## src/rtl/rose_req_arbiter_pkg.sv

```systemverilog
// rose_arb_pkg: shared state type and round-robin pick helper for rose_req_arbiter
package rose_arb_pkg;
  localparam int MAX_REQ = 16;
  typedef enum logic [0:0] {IDLE, BUSY} arb_state_t;
  // first set bit of pend at or after ptr, wrapping at n-1 -> 0
  function automatic logic [3:0] rr_pick(input logic [MAX_REQ-1:0] pend, input logic [3:0] ptr, input int n);
    logic [3:0] win;
    logic found;
    int idx;
    win = '0;
    found = 1'b0;
    for (int k = 0; k < MAX_REQ; k++) begin
      idx = int'(ptr) + k;
      idx = idx >= n ? idx - n : idx;
      if (k < n && !found && pend[idx]) begin
        win = 4'(idx);
        found = 1'b1;
      end
    end
    return win;
  endfunction
endpackage

```

## src/rtl/rose_req_arbiter_if.sv

```systemverilog
// rose_req_arbiter_if: request/grant bundle between requesters and rose_req_arbiter
interface rose_req_arbiter_if #(parameter int N_REQ = 4, parameter int ID_W = $clog2(N_REQ));
  logic [N_REQ-1:0] req, gnt, pending;
  logic res_done, gnt_valid, overflow, timeout;
  logic [ID_W-1:0] gnt_id;
  modport master (output req, res_done, input gnt, gnt_valid, gnt_id, pending, overflow, timeout);
  modport slave (input req, res_done, output gnt, gnt_valid, gnt_id, pending, overflow, timeout);
endinterface

```

## src/rtl/rose_req_arbiter_rise_detect.sv

```systemverilog
// rise_detect: per-bit rising-edge detector against the previous sampled value
module rise_detect #(parameter int N = 4) (
  input  logic         clk,
  input  logic         rst_n,
  input  logic [N-1:0] d,
  output logic [N-1:0] rise
);
  logic [N-1:0] d_q;
  always_ff @(posedge clk or negedge rst_n)
    if (!rst_n) d_q <= '0;
    else d_q <= d;
  assign rise = d & ~d_q;
endmodule

```

## src/rtl/rose_req_arbiter.sv

```systemverilog
// rose_req_arbiter: round-robin arbiter granting one resource per rising req edge
module rose_req_arbiter import rose_arb_pkg::*; #(
  parameter int N_REQ   = 4,
  parameter int TIMEOUT = 16,
  parameter int ID_W    = $clog2(N_REQ)
) (
  input logic clk,
  input logic rst_n,
  rose_req_arbiter_if.slave bus
);
  localparam int CW = $clog2(TIMEOUT);
  arb_state_t state;
  logic [N_REQ-1:0] rise, pending, gnt, win_oh, clear_mask;
  logic [ID_W-1:0] rr_ptr, win, gnt_id;
  logic [CW-1:0] busy_cnt;
  logic start, last, rel, to, overflow, timeout;
  rise_detect #(.N(N_REQ)) u_rise (.clk(clk), .rst_n(rst_n), .d(bus.req), .rise(rise));
  assign win        = ID_W'(rr_pick(MAX_REQ'(pending), 4'(rr_ptr), N_REQ));
  assign win_oh     = N_REQ'(1) << win;
  assign start      = state == IDLE && |pending;
  assign clear_mask = start ? win_oh : '0;
  assign last       = busy_cnt == CW'(TIMEOUT - 1);
  assign rel        = state == BUSY && (bus.res_done || last);
  // res_done wins over a coincident timeout
  assign to         = state == BUSY && !bus.res_done && last;
  always_ff @(posedge clk or negedge rst_n)
    if (!rst_n) begin
      state    <= IDLE;
      pending  <= '0;
      gnt      <= '0;
      gnt_id   <= '0;
      rr_ptr   <= '0;
      busy_cnt <= '0;
      overflow <= 1'b0;
      timeout  <= 1'b0;
    end else begin
      pending  <= rise | (pending & ~clear_mask);
      overflow <= |(rise & pending & ~clear_mask);
      timeout  <= to;
      if (start) begin
        state    <= BUSY;
        gnt      <= win_oh;
        gnt_id   <= win;
        rr_ptr   <= win == ID_W'(N_REQ - 1) ? '0 : win + 1'b1;
        busy_cnt <= '0;
      end else if (rel) begin
        state  <= IDLE;
        gnt    <= '0;
        gnt_id <= '0;
      end else if (state == BUSY) busy_cnt <= busy_cnt + 1'b1;
    end
  assign bus.gnt       = gnt;
  assign bus.gnt_valid = |gnt;
  assign bus.gnt_id    = gnt_id;
  assign bus.pending   = pending;
  assign bus.overflow  = overflow;
  assign bus.timeout   = timeout;
endmodule
```

## src/flat_wrapper.sv

```systemverilog
// flat-port wrapper written by rule: the top's interface ports become plain ports
module rose_req_arbiter_flat import rose_arb_pkg::*;
#(
  parameter int N_REQ   = 4,
  parameter int TIMEOUT = 16,
  parameter int ID_W    = $clog2(N_REQ)
)
  (clk, rst_n, bus_req, bus_res_done, bus_gnt, bus_gnt_valid, bus_gnt_id, bus_pending, bus_overflow, bus_timeout);
  rose_req_arbiter_if #(.N_REQ(N_REQ), .ID_W(ID_W)) bus_i ();
  input logic clk;
  input logic rst_n;
  input wire logic [$bits(bus_i.req)-1:0] bus_req;
  input wire logic [$bits(bus_i.res_done)-1:0] bus_res_done;
  output wire logic [$bits(bus_i.gnt)-1:0] bus_gnt;
  output wire logic [$bits(bus_i.gnt_valid)-1:0] bus_gnt_valid;
  output wire logic [$bits(bus_i.gnt_id)-1:0] bus_gnt_id;
  output wire logic [$bits(bus_i.pending)-1:0] bus_pending;
  output wire logic [$bits(bus_i.overflow)-1:0] bus_overflow;
  output wire logic [$bits(bus_i.timeout)-1:0] bus_timeout;
  assign bus_i.req = bus_req;
  assign bus_i.res_done = bus_res_done;
  assign bus_gnt = bus_i.gnt;
  assign bus_gnt_valid = bus_i.gnt_valid;
  assign bus_gnt_id = bus_i.gnt_id;
  assign bus_pending = bus_i.pending;
  assign bus_overflow = bus_i.overflow;
  assign bus_timeout = bus_i.timeout;
  rose_req_arbiter #(.N_REQ(N_REQ), .TIMEOUT(TIMEOUT), .ID_W(ID_W)) u_core (.clk(clk), .rst_n(rst_n), .bus(bus_i));
endmodule
```

## config.mk

```make
export PLATFORM = sky130hd
export DESIGN_NAME = rose_req_arbiter_flat
export DESIGN_NICKNAME = d
export VERILOG_FILES = /design/src/rtl/rose_req_arbiter_pkg.sv /design/src/rtl/rose_req_arbiter_if.sv /design/src/rtl/rose_req_arbiter_rise_detect.sv /design/src/rtl/rose_req_arbiter.sv /design/src/flat_wrapper.sv
export SDC_FILE = /design/constraint.sdc
export NUM_CORES = 1
export LEC_CHECK = 0
export ABC_AREA = 1
export BUFFER_PORTS_ARGS = -buffer_cell sky130_fd_sc_hd__buf_4
export CAP_MARGIN = 15
export CORE_MARGIN = 4
export CORE_UTILIZATION = 45
export CTS_BUF_LIST = sky130_fd_sc_hd__clkbuf_4 sky130_fd_sc_hd__clkbuf_8 sky130_fd_sc_hd__clkbuf_16
export DETAILED_ROUTE_END_ITERATION = 8
export PLACE_DENSITY = 0.66
export SLEW_MARGIN = 10
export SYNTH_ARGS = -nofsm -noshare
export SYNTH_HDL_FRONTEND = slang
export SYNTH_SLANG_ARGS = --single-unit
```

## constraint.sdc

```tcl
create_clock -name clk -period 5.1 [get_ports clk]
set_clock_uncertainty 0.15 [all_clocks]
set_input_delay 1.275 -clock clk [delete_from_list [all_inputs] [get_ports clk]]
set_output_delay 1.275 -clock clk [all_outputs]
set_load 0.01 [all_outputs]
```

After elaboration in Yosys (flattened, before gate mapping)
Index checks and enable logic that the tools add are counted.
{"block": "word_totals", "reg_bits": 23, "input_bits": 7, "output_inout_bits": 13, "wordCells": 90}
{"block": "op_classes", "addsub": 9, "magnitude_cmp": 8, "n_eq_ne": 3, "shifts": 1, "muxes": 34, "n_bitwise": 8, "n_reduce_logical": 18}
{"op": "32-bit by 6-bit < comparator with 1-bit output, second input constant", "count": 4}
{"op": "32-bit two-way mux", "count": 4}
{"op": "32-bit by 4-bit greater-or-equal comparator with 1-bit output, second input constant", "count": 3}
{"op": "32-bit by 4-bit subtractor with 32-bit output, second input constant", "count": 3}
{"op": "4-bit two-way mux", "count": 6}
{"op": "4-bit AND", "count": 4}
{"op": "1-bit binary-select mux with 4-bit select", "count": 4}
{"op": "2-bit two-way mux", "count": 7}
{"op": "1-bit two-way mux", "count": 13}
{"op": "4-bit OR reduction", "count": 3}
{"op": "4-bit inverter", "count": 2}
{"op": "1-bit logical AND", "count": 7}
{"op": "2-bit by 2-bit adder with 3-bit output, second input constant", "count": 2}
{"op": "4-bit by 1-bit adder with 4-bit output, second input constant", "count": 1}
{"op": "4-bit == test, second input constant", "count": 1}
{"op": "1-bit zero test", "count": 4}
{"op": "4-bit bitwise OR", "count": 1}
{"op": "2-bit nonzero test", "count": 2}
{"op": "1-bit by 2-bit << shifter with 4-bit output, first input constant", "count": 1}
{"op": "2-bit by 3-bit subtractor with 4-bit output, second input constant", "count": 1}
{"op": "2-bit by 1-bit adder with 3-bit output, second input constant", "count": 1}
{"op": "2-bit by 3-bit greater-or-equal comparator with 1-bit output, second input constant", "count": 1}
{"op": "2-bit by 1-bit adder with 2-bit output, second input constant", "count": 1}
{"op": "2-bit == test, second input constant", "count": 1}
{"op": "other kinds (4)", "count": 4}

Depth between registers and ports, before layout
{"block": "logic_depth", "word_depth": 20, "depth_mapped": 18}

Cells and area by module
A second synthesis with hierarchy kept.
{"block": "hier_totals", "hier_cells": 162, "area_unflattened_um2": 1326.3}
{"mod": "rose_req_arbiter", "n_inst": 1, "cells_each": 150, "area_per_inst_um2": 1186.1}
{"mod": "rise_detect", "n_inst": 1, "cells_each": 12, "area_per_inst_um2": 140.1}

Worst setup path after synthesis
OpenSTA, ideal clock, no wires.
{"block": "synth_timing", "path_type": "reg-to-reg", "start": "register u_core.rr_ptr[0]", "end": "register u_core.overflow (netlist: u_core.bus.overflow)", "arrival_ns": 2.157, "required_time_ns": 4.829, "path_slack_ns": 2.672, "path_stages_with_launch": 18, "synth_period_minus_slack_ns": 2.428, "path_cell_list": "dfrtp_1 -> inv_2 -> ha_1 -> inv_1 -> nand3_2 -> nand2_1 -> nor2_1 -> nor2_1 -> nand2_1 -> nand3_2 -> nand2_2 -> inv_1 -> ha_1 -> inv_1 -> o21ai_0 -> nor3_1 -> a21oi_1 -> nand2_1"}
{"block": "synth_between", "elab_chain_cells": 20}
{"item": "start: declaration", "line_no": "rose_req_arbiter.sv:14", "source": "logic [ID_W-1:0] rr_ptr, win, gnt_id;"}
{"item": "start signal: assignment", "line_no": "rose_req_arbiter.sv:44", "source": "rr_ptr <= win == ID_W'(N_REQ - 1) ? '0 : win + 1'b1;"}
{"item": "branches (longest 14 deep; another with 32-bit by 4-bit subtractor with 32-bit output)"}
{"item": "2-bit two-way mux (*)", "line_no": "rose_req_arbiter_pkg.sv:15", "source": "if (k < n && !found && pend[idx]) begin"}
{"item": "1-bit by 2-bit << shifter with 4-bit output (*)", "line_no": "rose_req_arbiter.sv:19", "source": "assign win_oh = N_REQ'(1) << win;"}
{"item": "4-bit two-way mux (*)", "line_no": "rose_req_arbiter.sv:21", "source": "assign clear_mask = start ? win_oh : '0;"}
{"item": "4-bit inverter (*)", "line_no": "rose_req_arbiter.sv:38", "source": "overflow <= |(rise & pending & ~clear_mask);"}
{"item": "4-bit AND (*)", "line_no": "rose_req_arbiter.sv:38"}
{"item": "4-bit OR reduction (*)", "line_no": "rose_req_arbiter.sv:38"}
{"item": "end signal: assignment", "line_no": "rose_req_arbiter.sv:38"}
{"item": "end: declaration", "line_no": "rose_req_arbiter.sv:16", "source": "logic start, last, rel, to, overflow, timeout;"}
Every way passes the cells marked *. The select of a mux whose other input is x is not followed.
A chain may end at the register's enable or synchronous reset.

Final worst setup path
Ends and elaborated chain as after synthesis.

==> results.md <==
* Sequential area share after synthesis at 45.2%
* # IOs at 20
* P_leak at 0.000834 uW
* Clock period minus worst slack at 2.81 ns
* Main synth FF type: dfrtp_1
* Critical path fanouts, max at 10
* H-Tree Depth at 1
* Clock root buffer: clkbuf_4
* Post-synthesis cell type count at 19
* Clk buf depth at 2
* Met2 GRT Util at 25.8%
* Detailed-route DRC error count at 0
* Routed WL per cell at 12.1 um
* Layout cells sized above 1 at 20.9%
* CTS tree: built
* CTS resizes at 0
* Pwr Density at 674 nW/um^2
* Min-Delay Endpoint: u_core.bus.pending[3]
* Site row count at 19
* Initial Utilization at 46.5%
* Worst path required time at 5.15 ns
* Synth top cells by count: nand2_1, inv_1, dfrtp_1
* Final nets at 199
* GR Layer Usage met1 at 20.7%
* Half-perimeter wire length after placement at 2.06 mm
* CORE AREA at 2730 sq um
* Fillers at 259
* Initial antenna violation count at 0
* Drt initial violations at 50
* ANT nets after route at 0
* GRT Max-Usage Layer: met2
* Seq cells post-synth at 23
* Gr ovfl total at 0
* Die Area at 3740 sq um
* Via count at 1,045
* Clock latency at the later pin of the worst-skew pair at 0.30 ns
* Average size of a mapped cell at 8.00 sq um
* Max-Cap Viols at 0
* Die Ht at 61.2 um
* Status: finished clean
* Setup-failing EPs final at 0
* First-pass GRT wire length at 4.39 mm
* Tcrit/Tclk final at 55.0%
* All-Layer GR Usage at 15.7%
* Post CTS Setup Buffer Count at 0
* Most area-consuming cells after synthesis: dfrtp_1, nand2_1, ha_1
* IO Port Bufs at 19
* Post-placement setup slack at 2.37 ns
* Warnings from Yosys at 0
* CP Class: flip-flop to flip-flop
* Synthesized area at 1270 sq um
* Hold_buf cts at 0
* Max Slew Vio Count at 0
* R2R Setup Slk at 2.29 ns
* Number of global-route vias before repair at 1,019
* Antenna cells at 0
* Peak VDD IR at 0.405 mV
* Post-Syn Nets at 175
* Hold wc startpoint: u_core.u_rise.d_q[3]
* Hold Crit Class: flip-flop to flip-flop
* Via density at 4.91
* Layout area overhead at 16.6%
* Worst R2R Path Depth at 17
* Cell with the most instances after synthesis: nand2_1
* R2R Path Start: u_core.rr_ptr[0]
* Rel. slew slack at 75.0%
* RSZ-0062 raised after global routing: no
* Crit path DAT at 2.85 ns
* Die width at 61.2 um
* Reg-to-reg endpoint: u_core.bus.overflow
* Final TNS setup at 0 ns
* Final wirelength at 2.58 mm
* Fin worst setup slack at 2.29 ns
* Async SR Flop Fraction at 100%
* Final hold viol count at 0
* Startpoint Class: flip-flop
* CTS buffer count at 3
* Worst Tran Pin Value at 0.371 ns
* Post-synth top area share at 45.2%
* Synth Instances at 159
* FMAX at 356 MHz
* EDFF count, synth at 0
* Final GP Congestion at 0.895
* GRT met3 Usage at 3.14%
* Worst Setup End Kind: flip-flop
* Synth area leader: dfrtp_1
* Hold Crit Depth at 1
* Clock sinks at 23
* Worst-path clk slew at 0.12 ns
* First drt pass iteration count at 4
* Largest net degree at the start of global routing at 24
==> layout by cell type (no fill, tap or decap) <==
master    count
a21boi_2      1
a21oi_1       2
a221oi_1      1
buf_4        19
clkbuf_4      4
dfrtp_1      23
ha_1          9
inv_1        25
inv_2         3
nand2_1      49
nand2_2       4
nand3_1       9
nand3_2       5
nand4_1       2
nor2_1        9
nor2_2        1
nor3_1        3
o21ai_0       9
o21bai_2      1
o22ai_1       2
xnor2_1       1
==> sequential cells by signal, summed over array words and instances, names as in the netlist <==
register / count
u_core.bus.gnt: 4
u_core.bus.gnt_id: 2
u_core.bus.overflow: 1
u_core.bus.pending: 4
u_core.bus.timeout: 1
u_core.busy_cnt: 4
u_core.rr_ptr: 2
u_core.state: 1
u_core.u_rise.d_q: 4
==> worst max-delay path by stage <==
stage	start	end	slack [ns]	cells past startpoint
floorplan	u_core.rr_ptr[0]	u_core.bus.overflow	2.67	17
global placement	u_core.rr_ptr[0]	u_core.bus.overflow	2.50	17
detailed placement	u_core.rr_ptr[0]	u_core.bus.overflow	2.37	17
CTS	u_core.rr_ptr[0]	u_core.bus.overflow	2.33	17
global route	u_core.rr_ptr[0]	u_core.bus.overflow	2.07	16
finish	u_core.rr_ptr[0]	u_core.bus.overflow	2.29	17
==> logic make-up (layout without fill, tap and decap cells) <==
family / Yosys count / in the layout / share of synthesized area (%)
xor+xnor: 1 / 1 / 0.688
flops: 23 / 23 / 45.2
fa+ha+maj: 9 / 9 / 8.85
simple gates: 82 / 82 / 29.2
compound gates: 16 / 16 / 7.77
buf+inv: 28 / 51 / 8.26
==> power breakdown <==
| part | switching, uW | total (uW) | internal (uW) |
|---|---|---|---|
| clock | 49.0 | 84.7 | 35.7 |
| combinational | 397 | 624 | 227 |
| sequential | 52.1 | 291 | 239 |
| total | 498 | 1000 | 501 |
==> stage by stage <==
step	hold slack, ns	util, %	instance area [sq um]	power [uW]	instances
CTS	0.320	54.3	1480	1000	213
finish	0.325	54.3	1480	1000	213
floorplan	0.276	-	1270	733	159
detailed placement	0.303	53.2	1450	910	209
global placement	0.284	53.2	1450	889	209
global route	0.349	54.3	1480	1110	213
==> layer usage <==
| metal | share of wire, % | routed length (um) |
|---|---|---|
| met5 | 0 | 0 |
| met4 | 0.78 | 20 |
| met3 | 3.3 | 86 |
| met2 | 51 | 1300 |
| met1 | 45 | 1170 |
==> worst max-delay path: stages, from the launching register on <==
cell     delay [ns]
dfrtp_1        0.54
inv_2          0.14
ha_1           0.37
inv_1          0.12
nand3_2        0.11
nand2_1        0.07
nor2_1         0.05
nor2_1         0.13
nand2_1        0.08
nand3_2        0.06
nand2_2        0.09
inv_1          0.10
ha_1           0.15
inv_1          0.05
o21ai_0        0.22
nor3_1         0.07
a21oi_1        0.13
nand2_1        0.07
==> cell type report <==
class	instances	area, sq um	area share, %
clock buffer	4	30.0	2.02
sequential	23	576	38.8
tap	31	38.8	2.61
timing repair buffer	19	143	9.61
multi-input combinational	108	592	39.9
inverter	28	105	7.08
Power figures use the tool's default switching activity.
